<file path="src/rtl/shift_pkg.sv">
// Shared definitions for the parallel-to-serial transmit stage and the
// downstream serial-input shift register that it feeds.
package shift_pkg;

    // Serializer control states: the shifter is either empty or holds a word.
    typedef enum logic {
        ST_IDLE  = 1'b0,
        ST_SHIFT = 1'b1
    } state_e;

    // Bit order. The downstream shift register interprets these values the same way.
    localparam logic DIR_MSB_FIRST = 1'b0;
    localparam logic DIR_LSB_FIRST = 1'b1;

endpackage

</file>
<file path="src/rtl/shift_hold_buffer.sv">
// One-entry valid/ready holding register for a word and its bit order.
// The shifter drains it through pop_i when it starts a new word.
module shift_hold_buffer
    import shift_pkg::*;
#(
    parameter int N = 8
) (
    input  logic         clk,
    input  logic         reset,
    input  logic [N-1:0] push_data_i,
    input  logic         push_dir_i,
    input  logic         push_valid_i,
    output logic         push_ready_o,
    input  logic         pop_i,
    output logic         hold_valid_o,
    output logic [N-1:0] hold_data_o,
    output logic         hold_dir_o
);

    logic         valid_q, valid_d;
    logic [N-1:0] data_q,  data_d;
    logic         dir_q,   dir_d;

    // The buffer accepts a word only while empty, so the flow control depends on the stored flag alone.
    assign push_ready_o = !valid_q;
    assign hold_valid_o = valid_q;
    assign hold_data_o  = data_q;
    assign hold_dir_o   = dir_q;

    // Next-state logic: a push fills the empty entry and a pop empties the full one.
    // Both cannot happen on the same edge because they require opposite valid states.
    always_comb begin
        valid_d = valid_q;
        data_d  = data_q;
        dir_d   = dir_q;
        if (push_valid_i && push_ready_o) begin
            valid_d = 1'b1;
            data_d  = push_data_i;
            dir_d   = push_dir_i;
        end else if (pop_i) begin
            valid_d = 1'b0;
        end
    end

    // Entry registers. Reset discards any buffered word.
    always_ff @(posedge clk) begin
        if (reset) begin
            valid_q <= 1'b0;
            data_q  <= '0;
            dir_q   <= DIR_MSB_FIRST;
        end else begin
            valid_q <= valid_d;
            data_q  <= data_d;
            dir_q   <= dir_d;
        end
    end

endmodule

</file>
<file path="src/rtl/shift_serializer.sv">
// Parallel-in, serial-out transmit stage. Words enter a one-entry hold buffer
// and are then shifted out one bit per enabled clock, MSB-first or LSB-first.
// On the last bit, the shifter reloads directly from the hold buffer so that
// back-to-back words have no idle slot between them.
module shift_serializer
    import shift_pkg::*;
#(
    parameter int N = 8
) (
    input  logic         clk,
    input  logic         reset,
    input  logic [N-1:0] data_in,
    input  logic         direction,
    input  logic         load_valid,
    output logic         load_ready,
    input  logic         enable,
    output logic         serial_out,
    output logic         bit_valid,
    output logic         bit_last,
    output logic         busy
);

    localparam int                CNT_W    = $clog2(N);
    localparam logic [CNT_W-1:0]  LAST_CNT = CNT_W'(N - 1);

    state_e            state_q, state_d;
    logic [CNT_W-1:0]  cnt_q,   cnt_d;
    logic [N-1:0]      shreg_q, shreg_d;
    logic              dir_q,   dir_d;

    logic              hold_valid;
    logic [N-1:0]      hold_data;
    logic              hold_dir;
    logic              hold_pop;

    shift_hold_buffer #(
        .N(N)
    ) u_hold (
        .clk          (clk),
        .reset        (reset),
        .push_data_i  (data_in),
        .push_dir_i   (direction),
        .push_valid_i (load_valid),
        .push_ready_o (load_ready),
        .pop_i        (hold_pop),
        .hold_valid_o (hold_valid),
        .hold_data_o  (hold_data),
        .hold_dir_o   (hold_dir)
    );

    // Next-state logic: start a word from the hold buffer, then shift it out.
    // On the last bit, either chain into the buffered word or return to idle.
    always_comb begin
        state_d  = state_q;
        cnt_d    = cnt_q;
        shreg_d  = shreg_q;
        dir_d    = dir_q;
        hold_pop = 1'b0;
        case (state_q)
            ST_IDLE: begin
                if (hold_valid) begin
                    shreg_d  = hold_data;
                    dir_d    = hold_dir;
                    cnt_d    = '0;
                    state_d  = ST_SHIFT;
                    hold_pop = 1'b1;
                end
            end
            ST_SHIFT: begin
                if (enable) begin
                    if (cnt_q == LAST_CNT) begin
                        if (hold_valid) begin
                            shreg_d  = hold_data;
                            dir_d    = hold_dir;
                            cnt_d    = '0;
                            hold_pop = 1'b1;
                        end else begin
                            state_d = ST_IDLE;
                        end
                    end else begin
                        cnt_d = cnt_q + CNT_W'(1);
                        if (dir_q == DIR_LSB_FIRST) begin
                            shreg_d = {1'b0, shreg_q[N-1:1]};
                        end else begin
                            shreg_d = {shreg_q[N-2:0], 1'b0};
                        end
                    end
                end
            end
            default: begin
                state_d = ST_IDLE;
            end
        endcase
    end

    // Serial outputs: the current bit is taken from whichever end of the shifter faces downstream.
    // All outputs are forced low while the shifter is empty.
    always_comb begin
        serial_out = 1'b0;
        bit_valid  = 1'b0;
        bit_last   = 1'b0;
        if (state_q == ST_SHIFT) begin
            bit_valid  = 1'b1;
            bit_last   = (cnt_q == LAST_CNT);
            serial_out = (dir_q == DIR_LSB_FIRST) ? shreg_q[0] : shreg_q[N-1];
        end
    end

    assign busy = (state_q == ST_SHIFT) || hold_valid;

    // State, counter and shifter registers. Reset discards any partially sent word.
    always_ff @(posedge clk) begin
        if (reset) begin
            state_q <= ST_IDLE;
            cnt_q   <= '0;
            shreg_q <= '0;
            dir_q   <= DIR_MSB_FIRST;
        end else begin
            state_q <= state_d;
            cnt_q   <= cnt_d;
            shreg_q <= shreg_d;
            dir_q   <= dir_d;
        end
    end

endmodule

</file>
<file path="config.mk">
export PLATFORM = sky130hd
export DESIGN_NAME = shift_serializer
export DESIGN_NICKNAME = d
export VERILOG_FILES = /design/src/rtl/shift_pkg.sv /design/src/rtl/shift_hold_buffer.sv /design/src/rtl/shift_serializer.sv
export SDC_FILE = /design/constraint.sdc
export NUM_CORES = 1
export LEC_CHECK = 0
export CAP_MARGIN = 20
export CORE_AREA = 2 2 55 57
export CTS_BUF_LIST = sky130_fd_sc_hd__clkbuf_8
export DETAILED_ROUTE_END_ITERATION = 10
export DIE_AREA = 0 0 57 59
export DONT_BUFFER_PORTS = 1
export HOLD_SLACK_MARGIN = 0.03
export PLACE_DENSITY = 0.56
export RECOVER_POWER = 50
export SLEW_MARGIN = 20
export SYNTH_ARGS = -nofsm -noshare
export SYNTH_HDL_FRONTEND = slang
export SYNTH_HIERARCHICAL = 1
export SYNTH_SLANG_ARGS = --single-unit
export TNS_END_PERCENT = 5
</file>
<file path="constraint.sdc">
create_clock -name clk -period 1.81 [get_ports clk]
set_input_delay 0.543 -clock clk [delete_from_list [all_inputs] [get_ports clk]]
set_output_delay 0.543 -clock clk [all_outputs]
set_load 0.03 [all_outputs]
</file>
### After elaboration in Yosys (flattened, before gate mapping)

Index checks and enable logic that the tools add are counted.

* flip-flop bits (word level): 23
* input port bits: 13
* output and inout bits: 5
* word-level logic and storage cells: 43

* add/subtract/negate cells: 1
* equal/unequal tests: 3
* mux-type cells: 26
* bitwise operators: 1
* reductions and logical operators: 5

Operator list (number)
* $mux 8: 4
* $pmux 8 s2: 1
* $mux 1: 14
* $mux 3: 3
* $pmux 1 s2: 3
* $pmux 3 s2: 1
* $add 3x1->3 const B: 1
* $eq 3x3->1 const B: 1
* $ne 2x1->1 const B: 1
* $ne 2x2->1 const B: 1
* $reduce_and 2->1: 1
* $reduce_bool 2->1: 1
* $logic_and 1x1->1: 1
* $logic_not 1->1: 1
* $logic_or 1x1->1: 1
* $not 1->1: 1

### Depth between registers and ports, before layout

* depth after elaboration: 6
* gate-level depth with buffers: 7
* depth with buffers taken out: 7

### By module

Netlist, hierarchy kept.

Modules (own cells, without submodules)
* shift_serializer: instances 1, cells each 82, area an instance 745.7 µm², seq. area each 260.2 µm²
* shift_hold_buffer: instances 1, cells each 44, area an instance 455.4 µm², seq. area each 200.2 µm²

### Worst setup path after synthesis

Ideal clock, no wire load.

* path kind: reg-to-output
* from: reg state_q
* to: out serial_out
* arrival time: 1180 ps
* data required time: 1267 ps
* setup slack: 87 ps
* stages on the path, launching flop included: 3
* path buffers: 0
* cells stage by stage: dfxtp_1 -> inv_1 -> nor2_1

* cells in the longest elaborated chain, start to end: 1

RTL lines
* start: declaration: RTL line shift_serializer.sv:26 `state_e state_q, state_d;`
* start signal: assignment: RTL line shift_serializer.sv:119 `state_q <= state_d;`
* $mux 1: RTL line shift_serializer.sv:102 `if (state_q == ST_SHIFT) begin`
* end: declaration: RTL line shift_serializer.sv:17 `output logic serial_out,`

Every way passes these cells.

### Worst setup path after layout

* from: reg cnt_q[0]
* to: out bit_last

* cells in the longest elaborated chain, start to end: 2

RTL lines
* start: declaration: RTL line shift_serializer.sv:27 `logic [CNT_W-1:0] cnt_q, cnt_d;`
* start signal: assignment: RTL line shift_serializer.sv:120 `cnt_q <= cnt_d;`
* $eq 3x3->1: RTL line shift_serializer.sv:104 `bit_last = (cnt_q == LAST_CNT);`
* $mux 1: RTL line shift_serializer.sv:102
* end: declaration: RTL line shift_serializer.sv:19 `output logic bit_last,`

Every way passes these cells.

==> metrics.log <==
[metrics] vias in the first global route: 916
[metrics] Final TNS setup: 0 ps
[metrics] ratio of cells with drive above 1 in the final layout: 20.9%
[metrics] library cells used by synthesis: 36
[metrics] initial standard-cell utilization of the core: about 44%
[metrics] largest fanout on the critical path: 4
[metrics] area used by sequential logic in the layout: 462 sq um
[metrics] antenna fix cells: 0
[metrics] number of setup violations in the final report: 0
[metrics] vias per inst: 5.70
[metrics] VDD IR max: 0.000505 V
[metrics] post-route clock period utilization: a little over nine tenths
[metrics] Die Footprint: 3360 sq um
[metrics] commonest non-fill, non-tap cell in the layout: sky130_fd_sc_hd__dfxtp_1
[metrics] placeable core area: 2710 sq um
[metrics] area fraction of the dominant cell type after synthesis: a little under two fifths
[metrics] num rows: 19
[metrics] leading cell types in the layout, fill and taps excluded: 22 x sky130_fd_sc_hd__dfxtp_1, 10 x sky130_fd_sc_hd__nor2_1, 10 x sky130_fd_sc_hd__nand2b_1
[metrics] total congestion overflow after global routing: 0
[metrics] area leader, netlist: sky130_fd_sc_hd__dfxtp_1
[metrics] pre-CTS worst setup slack: 197 ps
[metrics] clock transition time at the flip-flop clock pins of the worst setup and hold paths: 90 ps
[metrics] syn nets: 142
[metrics] result of the run: completed
[metrics] Die W: roughly 57 microns
[metrics] cell at the root of the clock tree: sky130_fd_sc_hd__clkbuf_8
[metrics] cells taking the most area after synthesis: sky130_fd_sc_hd__dfxtp_1 38%, sky130_fd_sc_hd__nand4bb_1 8.4%, sky130_fd_sc_hd__nand2b_1 5.2%, sky130_fd_sc_hd__mux2i_1 4.2%, sky130_fd_sc_hd__a21oi_1 3.8%
[metrics] total power consumption of the routed design: 1.06 mW
[metrics] FMAX: roughly 0.57 GHz
[metrics] area of the multi-input gates: ~670 sq um
[metrics] post-synthesis instance area: 1200 sq um
[metrics] clock period minus final worst setup slack: between 1500 and 2000 ps
[metrics] number of antenna violations at the first check in global routing: 0
[metrics] sinks on the clock net: 23
[metrics] Iteration-0 DRC Markers: 19
[metrics] Crit. End Element: output port
[metrics] relative max-transition margin: 64.2%
[metrics] sequential cell area fraction in the yosys report: 38.3%
[metrics] maximum number of pins on one net before global-route repair: 33
[metrics] routed length per placed instance: about 15 microns
[metrics] DRC: 0
[metrics] number of top-level pins: 18
[metrics] final weighted congestion in routability-driven placement: 0.870
[metrics] overall routed net length: 2.40 mm
[metrics] classification of the worst-slack hold path: in -> reg
[metrics] Post-DRT Antenna Nets: 0
[metrics] RSZ-0062 raised after global routing: false
[metrics] Yosys warning count: 6
[metrics] Worst setup SP type: register
[metrics] slew at the pin with the worst max-slew slack: about 540 ps
[metrics] Post-Synthesis Mean Instance Area: around 9.5 sq um
[metrics] quantity of hold-fixing buffers added after cts: 0
[metrics] #FFs+latches synth: 23
[metrics] worst-case clock skew: 5.16 ps
[metrics] clock tree from TritonCTS: yes
[metrics] vertical die dimension: approximately 60 microns
[metrics] worst reg-to-reg setup slack: 180 ps
[metrics] DP Wirelength: 1.77 mm
[metrics] Filler Cell Count: 285
[metrics] CTS H-tree lvls: 1
[metrics] number of endpoints with negative hold slack in the final report: 0
[metrics] cell leakage power: approximately 0.46 nW
[metrics] count of final max-slew check failures: 0
[metrics] clock insertion delay at the later pin of the skew report: 260 ps
[metrics] count of buffers from port buffering: 0
[metrics] PnR worst setup slack: 49.8 ps
[metrics] total power divided by cell area: about 830 nW/um^2
[metrics] global-route wire length before repair: 4.13 mm
[metrics] maximum count of clock buffers along a single path: 2
[metrics] number of iterations in the first detailed-routing pass: 6
[metrics] global-route usage over all layers: 15.6%
[metrics] critical path arrival: 1220 ps
[metrics] count of mapped cells out of synthesis: between 100 and 150
[metrics] maximum capacitance violations: 0
[metrics] Critical Path RT: between 1000 and 1500 ps
[metrics] synthesis-to-finish area growth: 6.15%
[metrics] total clock buffers created by CTS: 3
[metrics] via count of the routed design: 912
[metrics] crit path kind: reg -> out
[metrics] total number of nets in the final design: between 100 and 150
timing repair:
item / 4_1_cts / 5_1_grt
setup buffers: 0 / 0
endpoints found under the hold margin: 0 / 0
gates resized for setup: 1 / 1
setup endpoints to repair: 1 / 1
power by group:
group          leakage, nW  switching (mW)  internal [mW]
Sequential           0.189          0.0288          0.542
Clock               0.0255           0.165          0.153
Combinational        0.249          0.0895         0.0798
Total                0.464           0.283          0.775
worst paths after layout:
kind                           startpoint                 endpoint  depth (start not counted)
setup / recovery    cnt_q[0]$_SDFFE_PP0P_                 bit_last                          3
hold / removal                      reset  shreg_q[4]$_SDFFE_PP0P_                          1
setup reg to reg    cnt_q[0]$_SDFFE_PP0P_  shreg_q[0]$_SDFFE_PP0P_                          6
hold reg to reg   shreg_q[6]$_SDFFE_PP0P_  shreg_q[6]$_SDFFE_PP0P_                          2
flip-flops by register name, indices dropped and copies added (netlist names):
register,flops
cnt_q,3
u_hold/hold_dir_o,1
u_hold/hold_data_o,8
state_q,1
u_hold/hold_valid_o,1
dir_q,1
shreg_q,8
worst max-delay path, stage by stage, from the launching register on:
cell and delay (ps):
sky130_fd_sc_hd__dfxtp_1 370, sky130_fd_sc_hd__ha_1 190, sky130_fd_sc_hd__ha_1 190, sky130_fd_sc_hd__and2_4 210
per-stage QoR:
stage                     hold WS [ps]  instance area (sq um)  utilization [%]  std cells
after global routing               324                   1270             47.0        160
final                              345                   1270             47.0        160
after floorplan                    432                   1200                -        126
after CTS                          334                   1280             47.3        160
after global placement             460                   1230             45.5        156
after detailed placement           457                   1230             45.5        156
area by class of cell:
type                       instances  share of cell area [%]
clock buffer                       3                    3.24
clock inverter                     1                   0.393
inverter                           5                    1.47
multi-input combinational         92                    52.7
sequential                        23                    36.2
tap                               31                    3.04
timing repair buffer               5                    2.94
cells in the mapped netlist:
master	n
sky130_fd_sc_hd__inv_1	4
sky130_fd_sc_hd__nor2b_4	2
sky130_fd_sc_hd__nand2b_1	10
sky130_fd_sc_hd__nand2b_4	1
sky130_fd_sc_hd__buf_6	2
sky130_fd_sc_hd__o22ai_2	1
sky130_fd_sc_hd__o21a_1	1
sky130_fd_sc_hd__ha_1	3
sky130_fd_sc_hd__buf_4	1
sky130_fd_sc_hd__a21oi_2	1
sky130_fd_sc_hd__buf_2	2
sky130_fd_sc_hd__o21ai_0	1
sky130_fd_sc_hd__clkbuf_1	1
sky130_fd_sc_hd__o31ai_1	1
sky130_fd_sc_hd__and2_4	1
sky130_fd_sc_hd__inv_2	1
sky130_fd_sc_hd__mux2i_1	5
sky130_fd_sc_hd__a211oi_1	2
sky130_fd_sc_hd__o221a_2	3
sky130_fd_sc_hd__nor3_1	2
sky130_fd_sc_hd__a21oi_1	9
sky130_fd_sc_hd__dfxtp_1	23
sky130_fd_sc_hd__a22oi_2	1
sky130_fd_sc_hd__o211ai_1	1
sky130_fd_sc_hd__and2_2	1
sky130_fd_sc_hd__a31oi_1	1
sky130_fd_sc_hd__mux2_2	3
sky130_fd_sc_hd__a21boi_2	1
sky130_fd_sc_hd__o21ai_1	9
sky130_fd_sc_hd__nand4bb_1	9
sky130_fd_sc_hd__and3_2	1
sky130_fd_sc_hd__a211o_1	1
sky130_fd_sc_hd__nand2_1	8
sky130_fd_sc_hd__nor2_1	10
sky130_fd_sc_hd__nor2b_2	1
sky130_fd_sc_hd__a22oi_1	2
cell families (layout without fill, tap and decap cells):
kind of cell / Yosys count / in the layout / synth area share (%)
and+or+nand+nor: 46 / 46 / 26.3
AOI/OAI and AO/OA: 35 / 35 / 20.1
DFF: 23 / 23 / 38.3
buffers and inverters: 11 / 14 / 5.21
muxes: 8 / 8 / 6.98
adders and majority gates: 3 / 3 / 3.13
layer usage:
| layer | routed length, microns | share of wire, % | global-route usage (%) |
|---|---|---|---|
| met2 | 1170 | 49 | 26.1 |
| met5 | 0 | 0 | 0 |
| met4 | 20 | 0.83 | 5.32 |
| met1 | 1150 | 48 | 20.6 |
| met3 | 66 | 2.8 | 2.40 |
Note: power is estimated with default switching activity, not from simulation.
